File: config.mk
export PLATFORM = sky130hd
export DESIGN_NAME = instr_fetch_unit
export DESIGN_NICKNAME = d
export VERILOG_FILES = /design/src/rtl/rv32i_types.sv /design/src/rtl/fetch_queue.sv /design/src/rtl/instr_fetch_unit.sv
export SDC_FILE = /design/constraint.sdc
export NUM_CORES = 1
export LEC_CHECK = 0
export BUFFER_PORTS_ARGS = -buffer_cell sky130_fd_sc_hd__clkbuf_2
export CAP_MARGIN = 0
export CORE_UTILIZATION = 65
export CTS_BUF_LIST = sky130_fd_sc_hd__clkbuf_4
export CTS_CLUSTER_DIAMETER = 100
export CTS_CLUSTER_SIZE = 40
export DETAILED_ROUTE_END_ITERATION = 8
export PLACE_DENSITY_LB_ADDON = 0.1
export SLEW_MARGIN = 20
export SYNTH_ARGS = -nofsm -noshare
export SYNTH_HDL_FRONTEND = slang
export SYNTH_HIERARCHICAL = 1
export SYNTH_SLANG_ARGS = --single-unit
File: constraint.sdc
create_clock -name clk -period 9.8 [get_ports clk]
set_clock_uncertainty 0.05 [all_clocks]
set_input_delay 1.96 -clock clk [delete_from_list [all_inputs] [get_ports clk]]
set_output_delay 1.96 -clock clk [all_outputs]
set_load 0.01 [all_outputs]
File: src/rtl/rv32i_types.sv
// Shared types and constants for the RV32I fetch front end.
package rv32i_types;

    typedef logic [31:0] rv32i_word;

    // One buffered instruction together with the address it was fetched from.
    typedef struct packed {
        rv32i_word pc;
        rv32i_word instr;
    } fetch_entry_t;

    // Fetch FSM encodings.
    localparam logic [1:0] FETCH_IDLE    = 2'd0;
    localparam logic [1:0] FETCH_REQ     = 2'd1;
    localparam logic [1:0] FETCH_DISCARD = 2'd2;

    // Sequential successor of a fetch address (wraps at 2^32).
    function automatic rv32i_word next_seq_pc(input rv32i_word pc);
        return pc + 32'd4;
    endfunction

endpackage

File: src/rtl/fetch_queue.sv
// Ring buffer of fetched instructions with enqueue, dequeue and clear.
module fetch_queue
    import rv32i_types::*;
#(
    parameter int unsigned DEPTH = 8,
    localparam int unsigned PW = $clog2(DEPTH),
    localparam int unsigned CW = PW + 1
) (
    input  logic          clk,
    input  logic          rst,
    input  logic          clear,
    input  logic          enq,
    input  fetch_entry_t  enq_data,
    input  logic          deq,
    output logic [CW-1:0] count,
    output fetch_entry_t  head
);

    logic [PW-1:0] head_q, head_d;
    logic [PW-1:0] tail_q, tail_d;
    logic [CW-1:0] count_q, count_d;
    logic          deq_fire;
    fetch_entry_t  mem_q [DEPTH];

    assign deq_fire = deq && (count_q != '0);

    // Pointer/occupancy update; clear overrides any concurrent enq/deq.
    always_comb begin
        head_d  = head_q;
        tail_d  = tail_q;
        count_d = count_q;
        if (clear) begin
            head_d  = '0;
            tail_d  = '0;
            count_d = '0;
        end else begin
            if (enq)      tail_d = tail_q + PW'(1);
            if (deq_fire) head_d = head_q + PW'(1);
            count_d = count_q + CW'(enq) - CW'(deq_fire);
        end
    end

    // Pointer and count registers.
    always_ff @(posedge clk or posedge rst) begin
        if (rst) begin
            head_q  <= '0;
            tail_q  <= '0;
            count_q <= '0;
        end else begin
            head_q  <= head_d;
            tail_q  <= tail_d;
            count_q <= count_d;
        end
    end

    // Entry storage; contents need no reset since count gates visibility.
    always_ff @(posedge clk) begin
        if (enq) mem_q[tail_q] <= enq_data;
    end

    assign count = count_q;
    assign head  = mem_q[head_q];

endmodule

File: src/rtl/instr_fetch_unit.sv
// Fetch stage: sequential PC generation, single-outstanding i-cache
// handshake, instruction queue toward decode, and flush redirect.
module instr_fetch_unit
    import rv32i_types::*;
#(
    parameter int unsigned DEPTH    = 8,
    parameter logic [31:0] RESET_PC = 32'h4000_0000
) (
    input  logic        clk,
    input  logic        rst,
    output logic        instr_read,
    output logic [31:0] instr_mem_address,
    input  logic        instr_mem_resp,
    input  logic [31:0] instr_mem_rdata,
    output logic        iq_valid,
    output logic [31:0] iq_instr,
    output logic [31:0] iq_pc,
    input  logic        iq_ready,
    input  logic        flush,
    input  logic [31:0] flush_pc
);

    localparam int unsigned CW = $clog2(DEPTH) + 1;
    localparam logic [CW-1:0] DEPTH_C = CW'(DEPTH);

    logic [1:0]    state_q, state_d;
    rv32i_word     fetch_pc_q, fetch_pc_d;
    rv32i_word     redirect_pc_q, redirect_pc_d;
    logic          enq;
    logic          deq;
    logic [CW-1:0] count;
    logic [CW-1:0] count_after_enq;
    fetch_entry_t  enq_data;
    fetch_entry_t  head;

    assign deq             = iq_valid & iq_ready;
    assign count_after_enq = count + CW'(1) - CW'(deq);
    assign enq_data        = '{pc: fetch_pc_q, instr: instr_mem_rdata};

    // Next-state, fetch address and redirect target selection.
    // A flush during an outstanding request parks the target in redirect_pc
    // so the address stays stable until the stale response returns.
    always_comb begin
        state_d       = state_q;
        fetch_pc_d    = fetch_pc_q;
        redirect_pc_d = redirect_pc_q;
        enq           = 1'b0;
        case (state_q)
            FETCH_IDLE: begin
                if (flush) begin
                    fetch_pc_d = flush_pc;
                    state_d    = FETCH_REQ;
                end else if (count < DEPTH_C) begin
                    state_d = FETCH_REQ;
                end
            end
            FETCH_REQ: begin
                if (instr_mem_resp && !flush) begin
                    enq        = 1'b1;
                    fetch_pc_d = next_seq_pc(fetch_pc_q);
                    state_d    = (count_after_enq < DEPTH_C) ? FETCH_REQ : FETCH_IDLE;
                end else if (instr_mem_resp && flush) begin
                    fetch_pc_d = flush_pc;
                end else if (flush) begin
                    redirect_pc_d = flush_pc;
                    state_d       = FETCH_DISCARD;
                end
            end
            FETCH_DISCARD: begin
                if (flush) redirect_pc_d = flush_pc;
                if (instr_mem_resp) begin
                    fetch_pc_d = flush ? flush_pc : redirect_pc_q;
                    state_d    = FETCH_REQ;
                end
            end
            default: state_d = FETCH_IDLE;
        endcase
    end

    // FSM and PC registers.
    always_ff @(posedge clk or posedge rst) begin
        if (rst) begin
            state_q       <= FETCH_IDLE;
            fetch_pc_q    <= RESET_PC;
            redirect_pc_q <= RESET_PC;
        end else begin
            state_q       <= state_d;
            fetch_pc_q    <= fetch_pc_d;
            redirect_pc_q <= redirect_pc_d;
        end
    end

    fetch_queue #(
        .DEPTH(DEPTH)
    ) u_queue (
        .clk      (clk),
        .rst      (rst),
        .clear    (flush),
        .enq      (enq),
        .enq_data (enq_data),
        .deq      (deq),
        .count    (count),
        .head     (head)
    );

    assign instr_read        = (state_q != FETCH_IDLE);
    assign instr_mem_address = fetch_pc_q;
    assign iq_valid          = (count != '0);
    assign iq_instr          = head.instr;
    assign iq_pc             = head.pc;

endmodule

; Yosys cells after proc, flatten, opt, wreduce, memory -nomap -nowiden
; Memory sizes are Yosys's and may differ from the RTL's.
; Index checks and enable logic that the tools add are counted.
[totals]
regBits = 76
latchBits = 0
ram_bits = 512
mem_bits_ro = 0
inputBits = 69
output_inout_bits = 98
word_cells = 67
memories = 1
[classes]
add_sub_neg = 7
mul = 0
div = 0
magnitude_cmp = 2
eq_ne = 10
shift = 0
mux = 26
n_bitwise = 1
n_reduce_logical = 14
[memory_table]
columns = name, words, width, read_ports, rd_ports_with_merged_regs, write_ports, line
row1 = u_queue.mem_q, 8, 64, 1, 0, 1, fetch_queue.sv:23  ; fetch_entry_t mem_q [DEPTH];
[op_table]
columns = op, n
row1 = $mux 32, 7
row2 = $pmux 32 s3, 1
row3 = $pmux 32 s2, 1
row4 = $add 32x3->32 const B, 1
row5 = $mux 2, 6
row6 = $mux 3, 4
row7 = $ne 3x3->1 const B, 4
row8 = $lt 4x4->1 const B, 2
row9 = $ne 2x2->1 const B, 4
row10 = $reduce_and 4->1, 2
row11 = $reduce_bool 2->1, 4
row12 = $sub 4x1->4, 2
row13 = $add 3x1->3 const B, 2
row14 = $pmux 2 s3, 1
row15 = $mux 1, 5
row16 = $add 4x1->4, 1
row17 = $add 4x1->4 const B, 1
row18 = $mux 4, 1
row19 = $reduce_bool 4->1, 1
row20 = $logic_and 1x1->1, 3
row21 = $reduce_and 3->1, 1
row22 = $reduce_bool 3->1, 1
row23 = $eq 2x1->1 const B, 1
row24 = $eq 2x2->1 const B, 1
row25 = other kinds (3), 3

; Longest topological paths before layout
; Gate-level depths: netlist (run 1).
[depth]
word_depth = 7
ltp_mapped = 11
mapped_depth_nobuf = 11

; Hierarchy
; Netlist (run 1), hierarchy kept.
[modules_own_cells]
columns = module, n_inst, cells_each, area_per_inst_um2, seq_area_each_um2
row1 = fetch_queue, 1, 807, 19829.0, 15625.0
row2 = instr_fetch_unit, 1, 405, 4087.7, 1654.1

; Worst setup path before layout (run 1)
; Ideal clock, no wire load.
[synth_path]
kind = input to register
start = in instr_mem_resp
end = mem u_queue/mem_q[0][0] (netlist name) (enable)
setup_ns = 0.565
arrival_ns = 7.106
t_required_ns = 9.185
path_slack_ns = 2.079
stages = 5
path_buffers = 1
path_cell_list = buf_2 -> nand3b_1 -> inv_1 -> nand2b_1 -> nor3_1
[synth_between]
elab_chain_len = 5
[synth_lines]
columns = element, line
row1 = start: declaration, instr_fetch_unit.sv:13  ; input logic instr_mem_resp,
row2 = $logic_and 1x1->1, instr_fetch_unit.sv:58  ; if (instr_mem_resp && !flush) begin
row3 = $mux 1, instr_fetch_unit.sv:58
row4 = $mux 1, instr_fetch_unit.sv:48  ; case (state_q)
row5 = net enq, instr_fetch_unit.sv:29  ; logic enq;
row6 = $mux 1, fetch_queue.sv:58  ; if (enq) mem_q[tail_q] <= enq_data;
row7 = $mux 1 (not written as such), fetch_queue.sv:58
row8 = end: declaration, fetch_queue.sv:23
; The timed path passes the listed nets, and every way through them passes these cells.

; Final worst setup path (run 1)
[layout_path]
start = reg u_queue.head_q[2]
end = out iq_instr[15]
[layout_between]
elab_chain_len = 1
[layout_lines]
columns = element, line
row1 = start: declaration, fetch_queue.sv:19  ; logic [PW-1:0] head_q, head_d;
row2 = start signal: assignment, fetch_queue.sv:46  ; head_q <= '0;
row3 = start signal: assignment, fetch_queue.sv:50  ; head_q <= head_d;
row4 = $mem_v2 8x64, n/a
row5 = end: declaration, instr_fetch_unit.sv:16  ; output logic [31:0] iq_instr,
; No other way between the ends.

==> metrics.txt, run 1 <==
status=completed; CTS Buffer Depth=3; I/O Buffers=166; max-slew violation count=0; DR iter-0 viols=1,046; critical path launch point type=flip-flop; Resized Gates After CTS=0; post-layout min period=5870 ps; CP arrival=3860 ps; Peak VDD IR=0.357 mV; Syn Std Cell Area=23,900 sq um; routed wire length=44,800 microns; Hold WC Path Type=flip-flop to flip-flop; Worst Slack Setup Final=3930 ps; Hold EP=redirect_pc_q[29]; Post-Route Setup TNS=0 ps; Synth Register Bits=588; TritonCTS clock tree=done; final core occ=70.7%; die height=194 microns; Placer Congestion=0.861; Max-cap violations=0; Max H-tree Level=1; reg2reg start=state_q[1]; die width=194 microns; Final Hold Violating Endpoints=0; vias in the first global route=12.1k; Commonest cells post-synth=edfxtp_1, mux4_2, mux2_2; initial antenna violation count=2; fin cells=1,821; layout cells sized above 1=35.4%; first-pass GRT wire length=69,900 microns; drt wl/cell=24.6 microns; Post-DRT Antenna Nets=0; number of synthesized flops with an enable pin=512; FP Rows=69; vias per cell=6.48; detailed-route via count=11.8k; PD cells=217 nW/um^2; R2R cell count=7; Clock Root Buffer=clkbuf_4; dpl hpwl=26,200 microns; Post-Syn Instances=1,212; Max Fanout on Critical Path=65; setup violators final=0; Placed Area=25,100 sq um; Worst R2R Setup Slack=6100 ps; post-synth net total=1,295; clk slew on worst S/H paths=300 ps; required time of the critical path=7790 ps; Avg Synthesized Cell Area=19.7 sq um; top cell type's share of synthesized area=64.3%; die area=37,600 sq um; total congestion overflow=0; final instance area=25,400 sq um; dpl cells=1,794; cell count of the worst hold path=1; pre-CTS setup slack=4510 ps; clock sink total=588; largest area contributor in the netlist=edfxtp_1; Num CTS Buffers=19; area of the multi-input gates=6210 sq um; pin count of the biggest net entering global routing=105; Reg area=17,300 sq um; Pwr Total=5.51 mW; layout net count=1,437; Initial Util=66.6%; core box area=35,900 sq um; Syn-to-layout area delta=6.11%; fin crit share=59.9%; Max Freq=0.170 GHz; Critical R2R Capture=u_queue/mem_q[6][22]; global router's overall resource usage=24.3%; actual slew at the worst max-slew pin=1100 ps; later-pin clock latency in the skew report=840 ps; fillers=2,253; CTS Hold Buffers Added=0; unrepaired setup endpoints after global routing=no; synth unique cells=65; Critical Setup Path Class=flip-flop to output pin; Top-Level Pins=167; Synth warnings=6; min-delay src=redirect_pc_q[29]; largest cells by area after synthesis=edfxtp_1, mux4_2, dfrtp_1; WHS=485 ps; Synth async-reset ratio=12.9%; Crit. End Element=output pin; Worst slew margin=26.9%; P_leak=8.31 nW; DRC errors left=0; First-pass DRT Iterations=5; count leader, synth=edfxtp_1; post-CTS setup buffers=0; Main synth FF type=edfxtp_1; Seq/Total Area, Yosys=72.2%
[power by group]
group          switching (mW)  internal, mW
Clock                   0.646         0.123
Sequential              0.309          3.05
Combinational           0.754         0.629
Total                    1.71          3.81
[registers in the layout (all words and copies together), names as in the netlist]
name / cells
instr_mem_address: 32
redirect_pc_q: 32
state_q: 2
u_queue/count: 4
u_queue/head_q: 3
u_queue/mem_q: 512
u_queue/tail_q: 3
[layout by cell type, fill, tap and decap left out, types with 8 or more instances in the layout]
cell,count
ha_1,13
o21ai_1,22
edfxtp_1,512
a221oi_2,12
mux4_2,128
a22o_1,8
nor2_1,34
a21oi_1,18
clkbuf_4,24
nor4_1,8
dfrtp_1,71
a31oi_1,16
nand2_1,17
mux2_2,98
buf_4,17
o21ai_0,30
clkbuf_2,166
a22oi_1,8
inv_1,23
nand3_1,12
[logic make-up (layout without fill, tap and decap cells)]
| family | Yosys count | in the layout | synth area share, % |
|---|---|---|---|
| other | 0 | 1 | 0 |
| flip-flops | 588 | 588 | 72.2 |
| XOR/XNOR | 4 | 4 | 0.147 |
| AND/OR/NAND/NOR | 142 | 142 | 3.50 |
| AO/OA/AOI/OAI | 148 | 148 | 4.53 |
| buffers and inverters | 87 | 234 | 2.02 |
| adder cells (fa/ha/maj) | 14 | 14 | 0.764 |
| multiplexers | 229 | 229 | 16.8 |
[how the worst max path moves through the flow]
stage,from,end,slack (ps),depth (start not counted)
after floorplan,instr_mem_resp,u_queue/mem_q[0][0],2080,5
after detailed placement,flush,u_queue/mem_q[2][26],4510,6
after CTS,u_queue/head_q[2],iq_instr[15],3810,5
after global placement,flush,u_queue/mem_q[2][25],4610,6
final,u_queue/head_q[2],iq_instr[15],3930,5
after global routing,u_queue/head_q[2],iq_instr[15],3700,5
[cell type report]
cell class,count,area share [%]
multi-input combinational,537,24.5
inverter,24,0.355
sequential,588,68.1
clock inverter,2,0.197
antenna,1,0.00986
tap,461,2.27
clock buffer,24,0.710
timing repair buffer,184,3.86
[metal layers]
layer | GRT usage (%) | vias to the layer above | routed length [microns]
li1 | - | 5215 | -
met1 | 36.4 | 6120 | 19100
met2 | 40.0 | 415 | 22300
met3 | 2.70 | 42 | 2700
met4 | 4.47 | 0 | 748
met5 | 0 | - | 0
[worst max-delay path, cell delays in order, from the launching register on]
cell	delay, ps
dfrtp_4	580
buf_4	730
buf_4	780
mux4_2	440
mux2_2	290
clkbuf_2	130
(Power assumes the default switching activity.)
==> run 2, diff against run 1 <==
--- a/config.mk
+++ b/config.mk
@@ -7,7 +7,7 @@
 export LEC_CHECK = 0
 export BUFFER_PORTS_ARGS = -buffer_cell sky130_fd_sc_hd__clkbuf_2
 export CAP_MARGIN = 0
-export CORE_UTILIZATION = 65
+export CORE_UTILIZATION = 62
 export CTS_BUF_LIST = sky130_fd_sc_hd__clkbuf_4
 export CTS_CLUSTER_DIAMETER = 100
 export CTS_CLUSTER_SIZE = 40
==> constraint.sdc (replaced) <==
create_clock -name clk -period 5.7 [get_ports clk]
set_clock_uncertainty 0.05 [all_clocks]
set_input_delay 1.14 -clock clk [delete_from_list [all_inputs] [get_ports clk]]
set_output_delay 1.14 -clock clk [all_outputs]
set_load 0.01 [all_outputs]
==> run 2 against run 1 <==
Combinational power up 69%. Clock power up 73%. Worst setup slack worse by 2800 ps. Largest power group unchanged. Critical path type unchanged. Highest routed layer is now met5.
==> metrics.txt, run 2 (synthesis results as in run 1) <==
PD cells=371 nW/um^2; Max-cap violations=0; CTS Buffer Depth=3; Worst R2R Setup Slack=2300 ps; vias per cell=6.24; Max Freq=0.220 GHz; later-pin clock latency in the skew report=780 ps; Resized Gates After CTS=0; Max Fanout on Critical Path=65; critical path launch point type=flip-flop; Clock Root Buffer=clkbuf_4; actual slew at the worst max-slew pin=1060 ps; final core occ=67.5%; Reg area=17,300 sq um; routing usage on met1=33.3%; total congestion overflow=0; Critical Setup Path Class=flip-flop to output pin; initial antenna violation count=3; post-CTS setup buffers=0; Top reg by flops=u_queue/mem_q; I/O Buffers=166; First-pass DRT Iterations=4; R2R cell count=7; met3 Usage GRT=3.10%; die area=39,400 sq um; most common cell after layout, fill and taps aside=edfxtp_1; Critical R2R Capture=u_queue/mem_q[4][31]; vias in the first global route=11.8k; die width=198 microns; Worst slew margin=29.5%; DRC errors left=0; grt peak-use layer=met2; detailed-route via count=11.7k; area of the multi-input gates=6220 sq um; CP delay by family, top=flip-flops; pin count of the biggest net entering global routing=67; layout cells sized above 1=35.4%; drt wl/cell=23.8 microns; clock sink total=588; CTS Hold Buffers Added=0; Largest register FFs=512; post-layout min period=4540 ps; Post-Route Setup TNS=0 ps; setup violators final=0; unrepaired setup endpoints after global routing=no; core box area=37,800 sq um; fin crit share=79.7%; final instance area=25,500 sq um; Initial Util=63.2%; Crit. End Element=output pin; Final Hold Violating Endpoints=0; most frequent cells in the layout=edfxtp_1, clkbuf_2, mux4_2, mux2_2, dfrtp_1; crit-path max cell delay=1050 ps; status=completed; Setup crit start=u_queue/head_q[2]; routed wire length=44,500 microns; CP arrival=3350 ps; TritonCTS clock tree=done; reg2reg start=state_q[1]; FP Rows=71; P_leak=8.32 nW; Hold WC Path Type=input pin to async pin; max-slew violation count=0; Critical Path Stages=4; clk slew on worst S/H paths=290 ps; destination of the critical timing path=iq_instr[8]; DR iter-0 viols=762; Placed Area=25,300 sq um; layout net count=1,438; die height=198 microns; CP max stage cell=dfrtp_4; dpl hpwl=25,800 microns; fillers=2,537; Top-Level Pins=167; Placer Congestion=0.836; Num CTS Buffers=19; Max H-tree Level=1; Post-DRT Antenna Nets=0; Peak VDD IR=0.396 mV; met2 Usage GRT=38.2%; sequence of cells on the critical path=buf_4 > mux4_2 > mux2_2 > clkbuf_2; first-pass GRT wire length=67,900 microns; Critical path buffers and inverters=2; global router's overall resource usage=23.0%; Syn-to-layout area delta=6.74%; required time of the critical path=4510 ps
-- run 2: through the flow --
step	total power [mW]	instances	setup WS (ps)	hold WS, ps
2_1_floorplan	7.39	1212	515	429
3_3_place_gp	8.20	1845	1590	437
3_5_place_dp	8.27	1845	1520	444
4_1_cts	9.56	1871	1010	174
5_1_grt	9.91	1872	977	212
6_report	9.48	1872	1160	231
-- run 2: layer usage --
layer,part of all wire [%],up-vias
met1,43,6131
met3,5.0,48
met5,0.054,-
met4,1.8,4
met2,50,275
li1,-,5230
-- run 2: where the power goes --
part	switching [mW]	internal, mW
sequential	0.575	5.25
clock	1.13	0.203
combinational	1.24	1.08
total	2.94	6.53
-- run 2: worst min-delay path by stage --
stage | startpoint | to
floorplan | redirect_pc_q[3] | redirect_pc_q[3]
global placement | redirect_pc_q[31] | redirect_pc_q[31]
detailed placement | redirect_pc_q[18] | redirect_pc_q[18]
CTS | rst | u_queue/count[3]
global route | rst | u_queue/count[1]
finish | rst | u_queue/count[3]
-- run 2: cell type report --
cell class              instances  share of cell area (%)
diodes                          1                 0.00980
clock buffers                  23                   0.676
clock inverters                 3                   0.196
inverters                      24                   0.353
multi-input cells             537                    24.4
flip-flops and latches        588                    67.7
well taps                     511                    2.50
repair buffers                185                    4.16
==> run 3, diff against run 2 <==
--- a/config.mk
+++ b/config.mk
@@ -5,9 +5,10 @@
 export SDC_FILE = /design/constraint.sdc
 export NUM_CORES = 1
 export LEC_CHECK = 0
+export ABC_AREA = 1
 export BUFFER_PORTS_ARGS = -buffer_cell sky130_fd_sc_hd__clkbuf_2
 export CAP_MARGIN = 0
-export CORE_UTILIZATION = 62
+export CORE_UTILIZATION = 63
 export CTS_BUF_LIST = sky130_fd_sc_hd__clkbuf_4
 export CTS_CLUSTER_DIAMETER = 100
 export CTS_CLUSTER_SIZE = 40
==> constraint.sdc (replaced) <==
create_clock -name clk -period 4.2 [get_ports clk]
set_clock_uncertainty 0.05 [all_clocks]
set_input_delay 0.84 -clock clk [delete_from_list [all_inputs] [get_ports clk]]
set_output_delay 0.84 -clock clk [all_outputs]
set_load 0.01 [all_outputs]
==> run 3 against run 2 <==
Sequential cell count stayed put. Total power is 57% higher. Critical path depth up 3. Worst setup slack worse by 870 ps. Sequential share of layout area is 8.4 points lower. Clock power is 50% higher. Global-route usage grew 4.8 points. Synthesized cell count increased by 140%. Final cell count is 95% higher. Via count rose by 66%. Sequential power is 36% higher. Combinational power is 110% higher. Critical path type unchanged.
==> metrics.txt, run 3 <==
synth unique cells=44; Pwr Total=14.9 mW; clk slew on worst S/H paths=360 ps; Max Freq=0.255 GHz; WHS=122 ps; later-pin clock latency in the skew report=860 ps; die width=211 microns; Seq/Total Area, Yosys=62.8%; most frequent cells in the layout=nand2_1, inv_1, edfxtp_1, nand3_1, clkbuf_2; number of synthesized flops with an enable pin=512; dpl cells=3,616; Resized Gates After CTS=0; Clock Root Buffer=clkbuf_4; setup violators final=0; P_leak=13.4 nW; clock sink total=588; vias in the first global route=18.5k; Placer Congestion=0.840; unrepaired setup endpoints after global routing=no; Synth async-reset ratio=12.9%; Final Hold Violating Endpoints=0; layout net count=3,136; most common cell after layout, fill and taps aside=nand2_1; CP arrival=3020 ps; PD cells=511 nW/um^2; DRC errors left=0; final core occ=67.6%; vias per cell=5.32; First-pass DRT Iterations=5; initial antenna violation count=3; Synth Register Bits=588; Main synth FF type=edfxtp_1; max-slew violation count=0; pre-CTS setup slack=1200 ps; Hold WC Path Type=input pin to flip-flop; global router's overall resource usage=27.9%; actual slew at the worst max-slew pin=1090 ps; Largest register FFs=512; Post-Syn Instances=2,959; Syn Std Cell Area=27,500 sq um; dpl hpwl=35,200 microns; fillers=3,370; detailed-route via count=19.4k; die height=211 microns; Worst slew margin=27.0%; core box area=43,100 sq um; CTS Hold Buffers Added=1; Synth warnings=6; count leader, synth=nand2_1; critical path launch point type=flip-flop; Placed Area=28,800 sq um; fin crit share=93.2%; status=completed; Post-DRT Antenna Nets=0; first-pass GRT wire length=96,600 microns; I/O Buffers=166; Max-cap violations=0; required time of the critical path=3310 ps; top cell type's share of synthesized area=55.8%; total congestion overflow=0; Worst Slack Setup Final=286 ps; post-layout min period=3910 ps; routed wire length=61,300 microns; Top-Level Pins=167; Avg Synthesized Cell Area=9.30 sq um; post-synth net total=3,042; Critical Setup Path Class=flip-flop to output pin; TritonCTS clock tree=done; Num CTS Buffers=19; Peak VDD IR=0.841 mV; FP Rows=76; pin count of the biggest net entering global routing=201; largest cells by area after synthesis=edfxtp_1, nand2_1, inv_1; Syn-to-layout area delta=5.79%; Max H-tree Level=1; Initial Util=63.9%; CTS Buffer Depth=3; Post-Route Setup TNS=0 ps; Crit. End Element=output pin; largest area contributor in the netlist=edfxtp_1; Max Fanout on Critical Path=42; DR iter-0 viols=1,670; fin cells=3,652; final instance area=29,100 sq um; drt wl/cell=16.8 microns; die area=44,500 sq um; Commonest cells post-synth=nand2_1, inv_1, edfxtp_1; Top reg by flops=u_queue/mem_q; post-CTS setup buffers=0; layout cells sized above 1=9.46%
[run 3: cell count changes after synthesis, moves of 13 or more]
cell / previous run / this run
buf_2: 14 / 70
clkbuf_1: 23 / 9
o21ai_0: 30 / 78
nor2_1: 40 / 115
mux4_2: 128 / 0
inv_1: 24 / 592
a21oi_1: 18 / 34
nand3_1: 12 / 302
nand2_1: 17 / 1013
o21ai_1: 22 / 9
mux2_2: 98 / 0
[run 3: power by group]
part	internal [mW]	leakage (nW)	switching (mW)
clock network	0.387	0.164	1.60
logic	1.61	7.69	3.38
registers	7.15	5.55	0.766
total	9.15	13.4	5.75
[run 3: final timing paths]
path,start,to,slack [ps],cells past startpoint
max in group asynchronous,rst,instr_mem_address[23],2720,4
worst min register to register,redirect_pc_q[30],redirect_pc_q[30],480,2
worst max-delay path,u_queue/head_q[1],iq_pc[21],290,7
worst min-delay path,flush_pc[4],instr_mem_address[4],120,3
min in group asynchronous,rst,u_queue/head_q[0],460,3
worst max register to register,state_q[1],u_queue/mem_q[4][15],1480,8
[run 3: layout make-up]
type,count,area (sq um),area share [%]
Antenna cell,2,5.00,0.0172
Clock buffer,27,203,0.696
Clock inverter,6,95.1,0.327
Inverter,605,2280,7.83
Multi-Input combinational cell,1639,7250,24.9
Sequential cell,588,17300,59.4
Tap cell,585,732,2.51
Timing Repair Buffer,200,1280,4.38
[run 3: kinds of logic (layout without fill, tap and decap cells)]
family | after synthesis | count (layout) | share of synthesized area, %
fa+ha+maj | 14 | 14 | 0.664
flops | 588 | 588 | 62.8
compound gates | 154 | 154 | 3.34
mux | 7 | 7 | 0.255
simple gates | 1463 | 1463 | 21.8
other cells | 0 | 2 | 0
xor+xnor | 1 | 1 | 0.0318
buf+inv | 732 | 838 | 11.1
[run 3: worst max-delay path, cell delays in order, from the launching register on]
cell,delay (ps)
dfrtp_4,740
inv_4,500
buf_12,310
nand3_1,110
nand2_1,70
nand2_1,60
nand2_1,210
clkbuf_2,170
[run 3: per-layer routing]
metal / vias to the layer above / wire [microns] / GRT usage (%)
met5: - / 14 / 0
met4: 2 / 1870 / 9.87
met3: 104 / 4230 / 3.06
met2: 661 / 29900 / 46.9
met1: 9199 / 25300 / 37.8
li1: 9446 / - / -
